==> config.mk <==
export PLATFORM = sky130hd
export DESIGN_NAME = ddr_wr_packer
export DESIGN_NICKNAME = d
export VERILOG_FILES = /design/src/rtl/ddr_wr_packer_pkg.sv /design/src/rtl/ddr_wr_packer.sv
export SDC_FILE = /design/constraint.sdc
export NUM_CORES = 1
export LEC_CHECK = 0
export ABC_AREA = 1
export BUFFER_PORTS_ARGS = -buffer_cell sky130_fd_sc_hd__buf_2
export CAP_MARGIN = 20
export CORE_ASPECT_RATIO = 1.1
export CORE_MARGIN = 1
export CORE_UTILIZATION = 30
export CTS_BUF_LIST = sky130_fd_sc_hd__clkbuf_8
export DETAILED_ROUTE_END_ITERATION = 12
export GPL_TIMING_DRIVEN = 1
export HOLD_SLACK_MARGIN = 0.05
export PLACE_DENSITY_LB_ADDON = 0.2
export SLEW_MARGIN = 0
export SYNTH_ARGS = -nofsm -noshare
export SYNTH_HDL_FRONTEND = slang
export SYNTH_SLANG_ARGS = --single-unit
==> constraint.sdc <==
create_clock -name ddr_ui_clk -period 2.8 [get_ports ddr_ui_clk]
set_input_delay 0.7 -clock ddr_ui_clk [delete_from_list [all_inputs] [get_ports ddr_ui_clk]]
set_output_delay 0.7 -clock ddr_ui_clk [all_outputs]
set_load 0.05 [all_outputs]
==> src/rtl/ddr_wr_packer_pkg.sv <==
// ----------------------------------------------------------------------------
// ddr_wr_packer_pkg
// Shared definitions for the acquisition write packer and the DDR write/read
// FSM that drains the 256-bit FIFO behind it.
//   - DDR_DATA_W     : width of one acquisition sample
//   - DDR_PACK_NUM   : samples packed into one FIFO word
//   - DDR_SETTLE_CYC : quiet cycles between the last FIFO write and complete
//   - DDR_WORD_W     : FIFO / DDR burst word width
//   - pack_state_e   : packer FSM state encoding (3-bit)
// ----------------------------------------------------------------------------
package ddr_wr_packer_pkg;

    localparam int DDR_DATA_W     = 32;
    localparam int DDR_PACK_NUM   = 8;
    localparam int DDR_SETTLE_CYC = 4;
    localparam int DDR_WORD_W     = DDR_DATA_W * DDR_PACK_NUM;

    typedef enum logic [2:0] {
        ST_IDLE   = 3'd0,
        ST_RUN    = 3'd1,
        ST_FLUSH  = 3'd2,
        ST_SETTLE = 3'd3,
        ST_DONE   = 3'd4
    } pack_state_e;

endpackage

==> src/rtl/ddr_wr_packer.sv <==
// ----------------------------------------------------------------------------
// ddr_wr_packer
// Packs PACK_NUM consecutive DATA_WIDTH-bit acquisition samples into one wide
// word and writes it into the FIFO that feeds the DDR write/read FSM. On stop
// the partial word is flushed with unfilled lanes zeroed; after SETTLE_CYC
// quiet cycles o_complete is raised for the DDR FSM.
//
// Ports
//   ddr_ui_clk     in   sole clock, rising edge
//   ddr_log_rst_n  in   synchronous reset, active-low
//   i_acq_start    in   pulse: begin acquisition (honoured in IDLE/DONE)
//   i_acq_stop     in   pulse: end acquisition and flush (honoured in RUN)
//   i_data_vld     in   sample qualifier (honoured in RUN)
//   iv_data        in   sample
//   i_fifo_full    in   FIFO write-side full
//   o_fifo_wr_en   out  registered FIFO write strobe
//   ov_fifo_din    out  packed word, valid with o_fifo_wr_en
//   o_complete     out  level, high from DONE entry until the next start
//   o_overflow     out  sticky: a full packed word was dropped
//   ov_word_cnt    out  FIFO words written since the last start
//
// Because the write strobe is registered, i_fifo_full is evaluated in the
// cycle the write is committed, i.e. the cycle before o_fifo_wr_en is high.
// ----------------------------------------------------------------------------
module ddr_wr_packer
    import ddr_wr_packer_pkg::*;
#(
    parameter int DATA_WIDTH = DDR_DATA_W,
    parameter int PACK_NUM   = DDR_PACK_NUM,
    parameter int SETTLE_CYC = DDR_SETTLE_CYC
) (
    input  logic                             ddr_ui_clk,
    input  logic                             ddr_log_rst_n,
    input  logic                             i_acq_start,
    input  logic                             i_acq_stop,
    input  logic                             i_data_vld,
    input  logic [DATA_WIDTH-1:0]            iv_data,
    input  logic                             i_fifo_full,
    output logic                             o_fifo_wr_en,
    output logic [DATA_WIDTH*PACK_NUM-1:0]   ov_fifo_din,
    output logic                             o_complete,
    output logic                             o_overflow,
    output logic [31:0]                      ov_word_cnt
);

    localparam int WORD_W   = DATA_WIDTH * PACK_NUM;
    localparam int LANE_W   = (PACK_NUM > 1) ? $clog2(PACK_NUM) : 1;
    localparam int SETTLE_W = (SETTLE_CYC > 1) ? $clog2(SETTLE_CYC) : 1;

    localparam logic [LANE_W-1:0]   LANE_ZERO   = LANE_W'(0);
    localparam logic [LANE_W-1:0]   LANE_ONE    = LANE_W'(1);
    localparam logic [LANE_W-1:0]   LANE_LAST   = LANE_W'(PACK_NUM - 1);
    localparam logic [SETTLE_W-1:0] SETTLE_ZERO = SETTLE_W'(0);
    localparam logic [SETTLE_W-1:0] SETTLE_ONE  = SETTLE_W'(1);
    localparam logic [SETTLE_W-1:0] SETTLE_LAST = SETTLE_W'(SETTLE_CYC - 1);
    localparam logic [WORD_W-1:0]   WORD_ZERO   = WORD_W'(0);

    pack_state_e          state_r;
    pack_state_e          state_nxt_s;

    logic [LANE_W-1:0]    lane_cnt_r;
    logic [WORD_W-1:0]    pack_r;
    logic [SETTLE_W-1:0]  settle_cnt_r;

    logic                 wr_en_r;
    logic [WORD_W-1:0]    din_r;
    logic                 complete_r;
    logic                 overflow_r;
    logic [31:0]          word_cnt_r;

    logic                 start_s;
    logic                 accept_s;
    logic                 lane_last_s;
    logic                 flush_wr_s;
    logic                 settle_end_s;
    logic                 wr_commit_s;
    logic                 drop_s;
    logic [31:0]          lane_base_s;
    logic [WORD_W-1:0]    pack_nxt_s;
    logic [WORD_W-1:0]    wr_word_s;

    // State register
    always_ff @(posedge ddr_ui_clk) begin
        if (!ddr_log_rst_n) begin
            state_r <= ST_IDLE;
        end else begin
            state_r <= state_nxt_s;
        end
    end

    // Next-state decode and per-cycle control strobes
    always_comb begin
        start_s      = 1'b0;
        accept_s     = 1'b0;
        lane_last_s  = 1'b0;
        flush_wr_s   = 1'b0;
        settle_end_s = 1'b0;
        state_nxt_s  = state_r;
        case (state_r)
            ST_IDLE, ST_DONE: begin
                if (i_acq_start) begin
                    start_s     = 1'b1;
                    state_nxt_s = ST_RUN;
                end else begin
                    state_nxt_s = state_r;
                end
            end
            ST_RUN: begin
                // A sample arriving with stop is still packed before flushing
                accept_s    = i_data_vld;
                lane_last_s = i_data_vld & (lane_cnt_r == LANE_LAST);
                if (i_acq_stop) begin
                    state_nxt_s = ST_FLUSH;
                end else begin
                    state_nxt_s = ST_RUN;
                end
            end
            ST_FLUSH: begin
                // Lane count returns to zero once the padded word is committed,
                // so the cycle carrying that write is still spent in FLUSH
                if (lane_cnt_r == LANE_ZERO) begin
                    state_nxt_s = ST_SETTLE;
                end else begin
                    flush_wr_s  = ~i_fifo_full;
                    state_nxt_s = ST_FLUSH;
                end
            end
            ST_SETTLE: begin
                if (settle_cnt_r == SETTLE_LAST) begin
                    settle_end_s = 1'b1;
                    state_nxt_s  = ST_DONE;
                end else begin
                    state_nxt_s  = ST_SETTLE;
                end
            end
            default: begin
                state_nxt_s = ST_IDLE;
            end
        endcase
    end

    // Merge the accepted sample into its lane; lane k sits at bits [k*W +: W]
    always_comb begin
        lane_base_s = 32'(lane_cnt_r) * 32'(DATA_WIDTH);
        pack_nxt_s  = pack_r;
        if (accept_s) begin
            pack_nxt_s[lane_base_s +: DATA_WIDTH] = iv_data;
        end else begin
            pack_nxt_s = pack_r;
        end
    end

    // Select the word to commit and whether a completed word is dropped
    always_comb begin
        wr_commit_s = (lane_last_s & ~i_fifo_full) | flush_wr_s;
        drop_s      = lane_last_s & i_fifo_full;
        if (flush_wr_s) begin
            wr_word_s = pack_r;
        end else begin
            wr_word_s = pack_nxt_s;
        end
    end

    // Lane counter and partial-word register
    always_ff @(posedge ddr_ui_clk) begin
        if (!ddr_log_rst_n) begin
            lane_cnt_r <= LANE_ZERO;
            pack_r     <= WORD_ZERO;
        end else if (start_s || lane_last_s || flush_wr_s) begin
            lane_cnt_r <= LANE_ZERO;
            pack_r     <= WORD_ZERO;
        end else if (accept_s) begin
            lane_cnt_r <= lane_cnt_r + LANE_ONE;
            pack_r     <= pack_nxt_s;
        end else begin
            lane_cnt_r <= lane_cnt_r;
            pack_r     <= pack_r;
        end
    end

    // Settle counter, held at zero outside SETTLE so each entry starts fresh
    always_ff @(posedge ddr_ui_clk) begin
        if (!ddr_log_rst_n) begin
            settle_cnt_r <= SETTLE_ZERO;
        end else if ((state_r == ST_SETTLE) && !settle_end_s) begin
            settle_cnt_r <= settle_cnt_r + SETTLE_ONE;
        end else begin
            settle_cnt_r <= SETTLE_ZERO;
        end
    end

    // Registered FIFO write strobe and data
    always_ff @(posedge ddr_ui_clk) begin
        if (!ddr_log_rst_n) begin
            wr_en_r <= 1'b0;
            din_r   <= WORD_ZERO;
        end else if (wr_commit_s) begin
            wr_en_r <= 1'b1;
            din_r   <= wr_word_s;
        end else begin
            wr_en_r <= 1'b0;
            din_r   <= din_r;
        end
    end

    // Sticky overflow, completion level and written-word counter
    always_ff @(posedge ddr_ui_clk) begin
        if (!ddr_log_rst_n) begin
            overflow_r <= 1'b0;
            complete_r <= 1'b0;
            word_cnt_r <= 32'd0;
        end else if (start_s) begin
            overflow_r <= 1'b0;
            complete_r <= 1'b0;
            word_cnt_r <= 32'd0;
        end else begin
            if (drop_s) begin
                overflow_r <= 1'b1;
            end else begin
                overflow_r <= overflow_r;
            end
            if (settle_end_s) begin
                complete_r <= 1'b1;
            end else begin
                complete_r <= complete_r;
            end
            if (wr_commit_s) begin
                word_cnt_r <= word_cnt_r + 32'd1;
            end else begin
                word_cnt_r <= word_cnt_r;
            end
        end
    end

    assign o_fifo_wr_en = wr_en_r;
    assign ov_fifo_din  = din_r;
    assign o_complete   = complete_r;
    assign o_overflow   = overflow_r;
    assign ov_word_cnt  = word_cnt_r;

endmodule

==> impl_metrics.ini, run 1 <==
[die]
die-area_um2 = 78100
rows = 106
core-area_um2 = 76100
die_y_um = 293
ios = 329
initial_utilization = 0.303
die_x_um = 266

[clock_tree]
cts_buffers = 100
cts.sinks = 555
post_cts_resize_count = 0
hold_buffers = 0
root_buffer = clkbuf_8
cts_setup_buffers = 0
cts_buffer_depth = 3
cts_htree_levels = 3
cts_tree = yes
insertion_delay_ns = 0.74
path_clk_slew_ns = 0.06

[timing]
hold-worst-slack_ns = 0.291
fmax_ghz = 0.383
fin_tns_setup_ns = 0
setup_ws_ns = 0.191
hold_viol = 0
setup-violations-final = 0
period_needed_ns = 2.61
rsz0062_at_grt = no
skew_ns = 0.0474
slew-limit-headroom = 0.466
tightestPinTransition_ns = 0.801
final_max_slew_viol_count = 0
period_share = 0.932

[route]
num_vias = 22400
vias_per_cell = 4.83
post-route-drc-count = 0
wl_per_cell_um = 19.3
drt-initial-drc-count = 1688
drt_wl_total_um = 89600
drt-pass1-iter-count = 5
ant_nets = 0

[global_routing]
grt-ovfl-total = 0
grt_max_degree = 99
grt_first_pass_wirelength_um = 132000
first_global_vias = 20800
grt_usage = 0.225
antenna_found_initial = 7

[synthesis]
synth_cells = 3262
syn-cell-area_um2 = 23100
postSynthAreaPerCell_um2 = 7.08
yosys_warnings = 0
ys_seq_area_frac = 0.481
ys_seq_elements = 555
synth_nets = 3309
synth_cell_types = 41

[worst_setup_path]
cp.arrival_ns = 3.24
slowest_stage = nor2_8
path_max_fanout = 86
critPathLaunchType = flip-flop
path_buf_inv = 2
cp-end-kind = flip-flop
critPathRequiredTime_ns = 3.43
worstPathCellList = ha_1 -> ha_1 -> nand2_1 -> nor2_2 -> nand2_2 -> nand2_4 -> inv_4 -> nor2_8 -> buf_12 -> nand3_1 -> nand2_1
critical-path-max-stage-delay_ns = 0.47
path_class = flip-flop to flip-flop
worst_path_dominant_cell_family = simple AND/OR/NAND/NOR gates

[placed_design]
place_ws_ns = 0.161
gp_congestion = 0.834
numPortBuffers = 328
placed_area_um2 = 25800
place_hpwl_um = 59600

[final_layout]
final_cell_mix = 1032 x nand2_1, 554 x dfxtp_1, 475 x nor2_1
stdcell_area_um2 = 27900
regArea_um2 = 11100
final_common_cell = nand2_1
nets = 3582
syn_to_final_growth_pct = 20.7
multiInputGateArea_um2 = 10400
fillers = 8364
drive_above_1_share = 0.159

[power]
ir_worst_vdd_mv = 0.310
pwr-share-seq = 0.477
intPower_mw = 12.3
p_sw_frac = 0.263
p_leak_nw = 12.4
clkPwrFrac = 0.466
switching_power_mw = 4.39
p_comb_frac = 0.057
p_total_mw = 16.7
power_density_nw_per_um2 = 599

[flow_run]
cap_violations = 0

[worst_hold_path]
worstHoldPathType = primary input to flip-flop

[status]
outcome = completed
[flip-flops by register name, indices dropped and copies added (netlist names)]
name / count
o_overflow: 1
o_complete: 1
ov_fifo_din: 256
state_r: 3
lane_cnt_r: 3
o_fifo_wr_en: 1
pack_r: 256
ov_word_cnt: 32
settle_cnt_r: 2
[worst reg2reg max path, delay by kind of cell, from the launching register on]
kind	cells	cell delay, ns
adders and majority gates	2	0.42
buffers and inverters	2	0.50
DFF	1	0.40
and+or+nand+nor	7	1.22
[power groups by stage]
stage                     sequential (mW)  clock (mW)  combinational, mW
after floorplan                      8.14           0              0.514
after global placement               8.14           0              0.956
after detailed placement             8.14           0              0.952
after CTS                            7.97        7.99              0.953
after global routing                 7.96        8.36               1.02
final                                7.97        7.77              0.953
[layout make-up]
cell class,count,share of cell area
diodes,1,0.0000898
clock buffers,129,0.0637
clock inverters,53,0.00979
inverters,159,0.0217
multi-input cells,2335,0.375
flip-flops and latches,555,0.399
well taps,1026,0.0461
repair buffers,384,0.0848
[stage by stage]
stage	utilization	std cells
6_report	0.366	4642
5_1_grt	0.366	4642
4_1_cts	0.366	4641
3_5_place_dp	0.339	4459
3_3_place_gp	0.339	4459
2_1_floorplan	-	3262
[cells in the mapped netlist]
cell | number | share of area
and2_1 | 2 | 0.00054
o21ai_0 | 173 | 0.038
inv_1 | 149 | 0.024
dfxtp_1 | 555 | 0.48
nor3_1 | 90 | 0.020
buf_6 | 1 | 0.00049
xor2_1 | 5 | 0.0019
nand2_1 | 1033 | 0.17
nand4_1 | 10 | 0.0027
inv_2 | 8 | 0.0013
a22oi_1 | 130 | 0.042
buf_1 | 5 | 0.00081
xnor2_1 | 1 | 0.00038
clkinv_1 | 1 | 0.00016
nor3b_1 | 2 | 0.00065
clkbuf_1 | 80 | 0.013
ha_1 | 9 | 0.0049
a31oi_1 | 3 | 0.00081
o21ai_1 | 45 | 0.0098
a21oi_1 | 75 | 0.016
clkbuf_2 | 1 | 0.00022
nand2_4 | 1 | 0.00049
buf_4 | 12 | 0.0039
and3_1 | 3 | 0.00081
nor2_1 | 479 | 0.078
nand3b_1 | 2 | 0.00065
or2_2 | 8 | 0.0022
nor2_8 | 2 | 0.0017
o21bai_1 | 8 | 0.0026
o22ai_1 | 1 | 0.00027
nand4_2 | 1 | 0.00054
nand3_1 | 232 | 0.050
o211ai_1 | 1 | 0.00033
buf_2 | 114 | 0.025
nand2_2 | 3 | 0.00081
nor4_1 | 4 | 0.0011
nand3_2 | 1 | 0.00043
nor2_2 | 4 | 0.0011
nor2_4 | 6 | 0.0029
a21oi_2 | 1 | 0.00038
inv_4 | 1 | 0.00027
[path summary, 6_finish.rpt]
kind                              start                      endpoint  slack, ns  depth (start not counted)
max          lane_cnt_r[1]$_SDFFE_PP0P_  ov_fifo_din[87]$_SDFFE_PN0P_       0.19                         11
min                          i_acq_stop       state_r[1]$_SDFFE_PN0P_       0.29                          3
min reg2reg  settle_cnt_r[0]$_SDFF_PN0_    settle_cnt_r[0]$_SDFF_PN0_       0.44                          1
max reg2reg  lane_cnt_r[1]$_SDFFE_PP0P_  ov_fifo_din[87]$_SDFFE_PN0P_       0.19                         11
[logic make-up after synthesis]
group                    after synthesis  synth area share
AND/OR/NAND/NOR                     1883             0.332
flip-flops                           555             0.481
AO/OA/AOI/OAI                        437             0.110
buffers and inverters                372            0.0691
adder cells (fa/ha/maj)                9           0.00488
XOR/XNOR                               6           0.00228
[routing by layer]
metal | vias to the layer above | GRT usage | wire (um)
met1 | 10500 | 0.299 | 39800
met2 | 695 | 0.360 | 40900
met5 | - | 0 | 32
met4 | 4 | 0.0803 | 2600
met3 | 120 | 0.0444 | 6280
li1 | 11100 | - | -
Power figures use the tool's default switching activity.
==> run 2: changes to the inputs <==
--- a/config.mk
+++ b/config.mk
@@ -11,3 +11,3 @@
 export CORE_ASPECT_RATIO = 1.1
-export CORE_MARGIN = 1
+export CORE_MARGIN = 4
 export CORE_UTILIZATION = 30
==> constraint.sdc (replaced) <==
create_clock -name ddr_ui_clk -period 2.8 [get_ports ddr_ui_clk]
set_input_delay 0.42 -clock ddr_ui_clk [delete_from_list [all_inputs] [get_ports ddr_ui_clk]]
set_output_delay 0.42 -clock ddr_ui_clk [all_outputs]
set_load 0.05 [all_outputs]
==> impl_metrics.ini, run 2 (synthesized netlist as in run 1, its figures left out) <==
[status]
outcome = completed

[timing]
fmax_ghz = 0.388
tightestPinTransition_ns = 0.855
slew-limit-headroom = 0.429
setup-violations-final = 0
period_share = 0.920
skew_ns = 0.0329
rsz0062_at_grt = no
fin_tns_setup_ns = 0
hold_viol = 0
final_max_slew_viol_count = 0
period_needed_ns = 2.58

[clock_tree]
cts_buffer_depth = 3
root_buffer = clkbuf_8
post_cts_resize_count = 0
hold_buffers = 2
cts_setup_buffers = 0
insertion_delay_ns = 0.72
path_clk_slew_ns = 0.07
cts_buffers = 98
cts_htree_levels = 3
cts_tree = yes
cts.sinks = 555

[worst_setup_path]
path_class = flip-flop to flip-flop
cp.arrival_ns = 3.14
cp-end-kind = flip-flop
r2r_setup_slack_ns = 0.22
path_max_fanout = 17
critPathRequiredTime_ns = 3.37
critPathLaunchType = flip-flop

[route]
wl_per_cell_um = 19.5
post-route-drc-count = 0
drt_wl_total_um = 90500
num_vias = 22400
drt-pass1-iter-count = 6
vias_per_cell = 4.83
drt-initial-drc-count = 1690
ant_nets = 0

[placed_design]
gp_congestion = 0.831
numPortBuffers = 328
place_hpwl_um = 61400
placed_area_um2 = 25800

[global_routing]
grt_usage = 0.215
grt-ovfl-total = 0
antenna_found_initial = 6
grt_max_degree = 78
grt_first_pass_wirelength_um = 134000
first_global_vias = 20800

[power]
p_leak_nw = 12.3
power_density_nw_per_um2 = 598
ir_worst_vdd_mv = 0.312

[final_layout]
nets = 3585
drive_above_1_share = 0.158
stdcell_area_um2 = 27900
fillers = 8316
multiInputGateArea_um2 = 10400
syn_to_final_growth_pct = 20.7
final_common_cell = nand2_1
final_cell_mix = 1032 x nand2_1, 554 x dfxtp_1, 475 x nor2_1
regArea_um2 = 11100

[die]
rows = 106
ios = 329
die_y_um = 299
die_x_um = 272
core-area_um2 = 76100
die-area_um2 = 81500
initial_utilization = 0.303

[flow_run]
cap_violations = 0

[worst_hold_path]
worstHoldPathType = primary input to flip-flop
run 2: stage by stage:
step                      power, mW  hold slack, ns  setup slack (ns)  utilization  std cells
after global placement         9.08           0.426             0.273        0.339       4462
after floorplan                8.65           0.408             0.657            -       3262
after global routing           17.3           0.112            0.0524        0.366       4636
final                          16.7           0.160             0.224        0.366       4637
after detailed placement       9.07           0.426             0.297        0.339       4462
after CTS                      16.9          0.0617             0.250        0.366       4634
run 2: worst paths after layout:
kind                                   start                             to  depth (start not counted)
setup / recovery  lane_cnt_r[1]$_SDFFE_PP0P_  ov_fifo_din[240]$_SDFFE_PN0P_                         10
hold / removal                    i_data_vld     lane_cnt_r[1]$_SDFFE_PP0P_                          5
setup reg to reg  lane_cnt_r[1]$_SDFFE_PP0P_  ov_fifo_din[240]$_SDFFE_PN0P_                         10
hold reg to reg   settle_cnt_r[0]$_SDFF_PN0_     settle_cnt_r[0]$_SDFF_PN0_                          1
run 2: power breakdown:
group	switching, mW	total (mW)	internal [mW]
sequential	0.0248	7.97	7.94
combinational	0.739	0.937	0.198
clock	3.57	7.76	4.19
total	4.33	16.7	12.3
run 2: critical path, stage by stage, from the launching register on:
cell	delay, ns
dfxtp_1	0.40
inv_1	0.11
ha_4	0.17
ha_1	0.38
inv_1	0.11
nand3_1	0.23
nor2_4	0.37
buf_4	0.28
nand2_1	0.07
o21ai_0	0.17
o21ai_1	0.13
run 2: layer usage:
metal  global-route usage  up-vias  part of all wire
li1                     -    11100                 -
met5                    0        -          0.000088
met1                0.293    10500              0.45
met2                0.343      685              0.46
met4               0.0690        2             0.029
met3               0.0414      126             0.066
run 2: layout make-up:
class	instances	share of cell area
clock inverter	49	0.0120
sequential	555	0.399
tap	1026	0.0461
clock buffer	121	0.0598
antenna	3	0.000269
multi-input combinational	2335	0.375
inverter	159	0.0217
timing repair buffer	389	0.0863
==> run 3: changes to the inputs <==
CORE_MARGIN = default   (was 4)
SKIP_LAST_GASP = 1   (was default)
==> impl_metrics.ini, run 3 (synthesized netlist as in run 1, its figures left out) <==
[global_routing]
grt_use_met3 = 0.0411
grt-ovfl-total = 0
first_global_vias = 20800
grt_first_pass_wirelength_um = 133000
grt_usage = 0.225
grt_max_degree = 80
grt.busiest_layer = met2
antenna_found_initial = 6
grt_use_met1 = 0.303
grt_use_met2 = 0.354

[timing]
period_needed_ns = 2.53
rsz0062_at_grt = no
hold-worst-slack_ns = 0.102
fin_tns_setup_ns = 0
slew-limit-headroom = 0.469
fmax_ghz = 0.395
period_share = 0.904
hold_viol = 0
skew_ns = 0.0452
tightestPinTransition_ns = 0.796
setup-violations-final = 0
final_max_slew_viol_count = 0

[placed_design]
gp_congestion = 0.829
numPortBuffers = 328
place_hpwl_um = 60300
dp_cells = 4464

[die]
die-area_um2 = 78100
die_x_um = 266
ios = 329
initial_utilization = 0.303
core-area_um2 = 76100
rows = 106
die_y_um = 293

[final_layout]
layout.cells.non_filler = 4642
final_common_cell = nand2_1
final_cell_mix = 1032 x nand2_1, 554 x dfxtp_1, 475 x nor2_1
nets = 3588
drive_above_1_share = 0.160
final_core_util = 0.367
syn_to_final_growth_pct = 20.9

[worst_setup_path]
slowest_stage = dfxtp_1
worst_path_dominant_cell_family = simple AND/OR/NAND/NOR gates
path_class = flip-flop to flip-flop
critical-path-max-stage-delay_ns = 0.40
worstPathCellList = inv_1 -> ha_4 -> ha_1 -> inv_1 -> nand4_4 -> nand2_4 -> inv_4 -> nor2_8 -> inv_2 -> o21ai_0
critPathRequiredTime_ns = 3.45
cp_common_cell = inv_1
critPathLaunchType = flip-flop
cp-end-kind = flip-flop
path_buf_inv = 4
cp.arrival_ns = 3.18
path_max_fanout = 28

[clock_tree]
cts.sinks = 555
cts_buffer_depth = 3
insertion_delay_ns = 0.74
cts_htree_levels = 3
cts_buffers = 99
root_buffer = clkbuf_8
path_clk_slew_ns = 0.07
cts_setup_buffers = 0
cts_tree = yes

[status]
outcome = completed

[power]
power_density_nw_per_um2 = 596
p_leak_nw = 12.3
ir_worst_vdd_mv = 0.300

[route]
ant_nets = 0
wl_per_cell_um = 19.3
vias_per_cell = 4.84
num_vias = 22500
post-route-drc-count = 0
drt-pass1-iter-count = 6
drt-initial-drc-count = 1844
drt_wl_total_um = 89500

[flow_run]
cap_violations = 0

[worst_hold_path]
worstHoldPathType = primary input to flip-flop
-- run 3: cell types whose count changed in the layout (fill, tap and decap cells not counted), sizes merged --
cell,change
bufinv,-2
diode,+2
inv,-4
clkbuf,+3
clkinv,+4
buf,+2
-- run 3: path summary, 6_finish.rpt --
check	startpoint	to	depth (start not counted)	slack, ns
worst max-delay path	lane_cnt_r[1]$_SDFFE_PP0P_	ov_fifo_din[225]$_SDFFE_PN0P_	10	0.27
worst min-delay path	i_fifo_full	o_overflow$_SDFFE_PP0P_	3	0.10
worst max register to register	lane_cnt_r[1]$_SDFFE_PP0P_	ov_fifo_din[225]$_SDFFE_PN0P_	10	0.27
worst min register to register	settle_cnt_r[0]$_SDFF_PN0_	settle_cnt_r[0]$_SDFF_PN0_	1	0.44
-- run 3: repair_timing --
item / CTS / global route
hold buffers: 2 / 0
gates resized for setup: 0 / 0
endpoints found under the hold margin: 3 / 0
-- run 3: layout make-up --
cell class | count | area (um^2)
antenna | 5 | 12.5
clock buffer | 124 | 1710
clock inverter | 47 | 283
fill | 8324 | 48200
inverter | 159 | 604
multi-input combinational | 2335 | 10400
sequential | 555 | 11100
tap | 1026 | 1280
timing repair buffer | 391 | 2470
-- run 3: tightest hold or removal path, delay by kind of cell --
kind | cells | cell delay [ns]
buf+inv | 1 | 0.14
simple gates | 1 | 0.12
compound gates | 1 | 0.07
-- run 3: layer usage --
layer | share of wire | vias up
met2 | 0.45 | 686
li1 | - | 11100
met1 | 0.45 | 10600
met3 | 0.066 | 142
met5 | 0.00030 | -
met4 | 0.034 | 4
-- run 3: report_power, final --
group | leakage, nW | total, mW | switching [mW] | internal (mW)
sequential | 4.47 | 7.97 | 0.0251 | 7.94
clock | 1.14 | 7.71 | 3.62 | 4.09
combinational | 6.73 | 0.945 | 0.738 | 0.207
-- run 3: through the flow --
step	total power [mW]	worst slack [ns]	cell area [um^2]
2_1_floorplan	8.65	0.657	23100
3_5_place_dp	9.07	0.298	25900
3_3_place_gp	9.08	0.346	25900
4_1_cts	16.8	0.253	27900
5_1_grt	17.3	0.0870	27900
6_report	16.6	0.269	27900
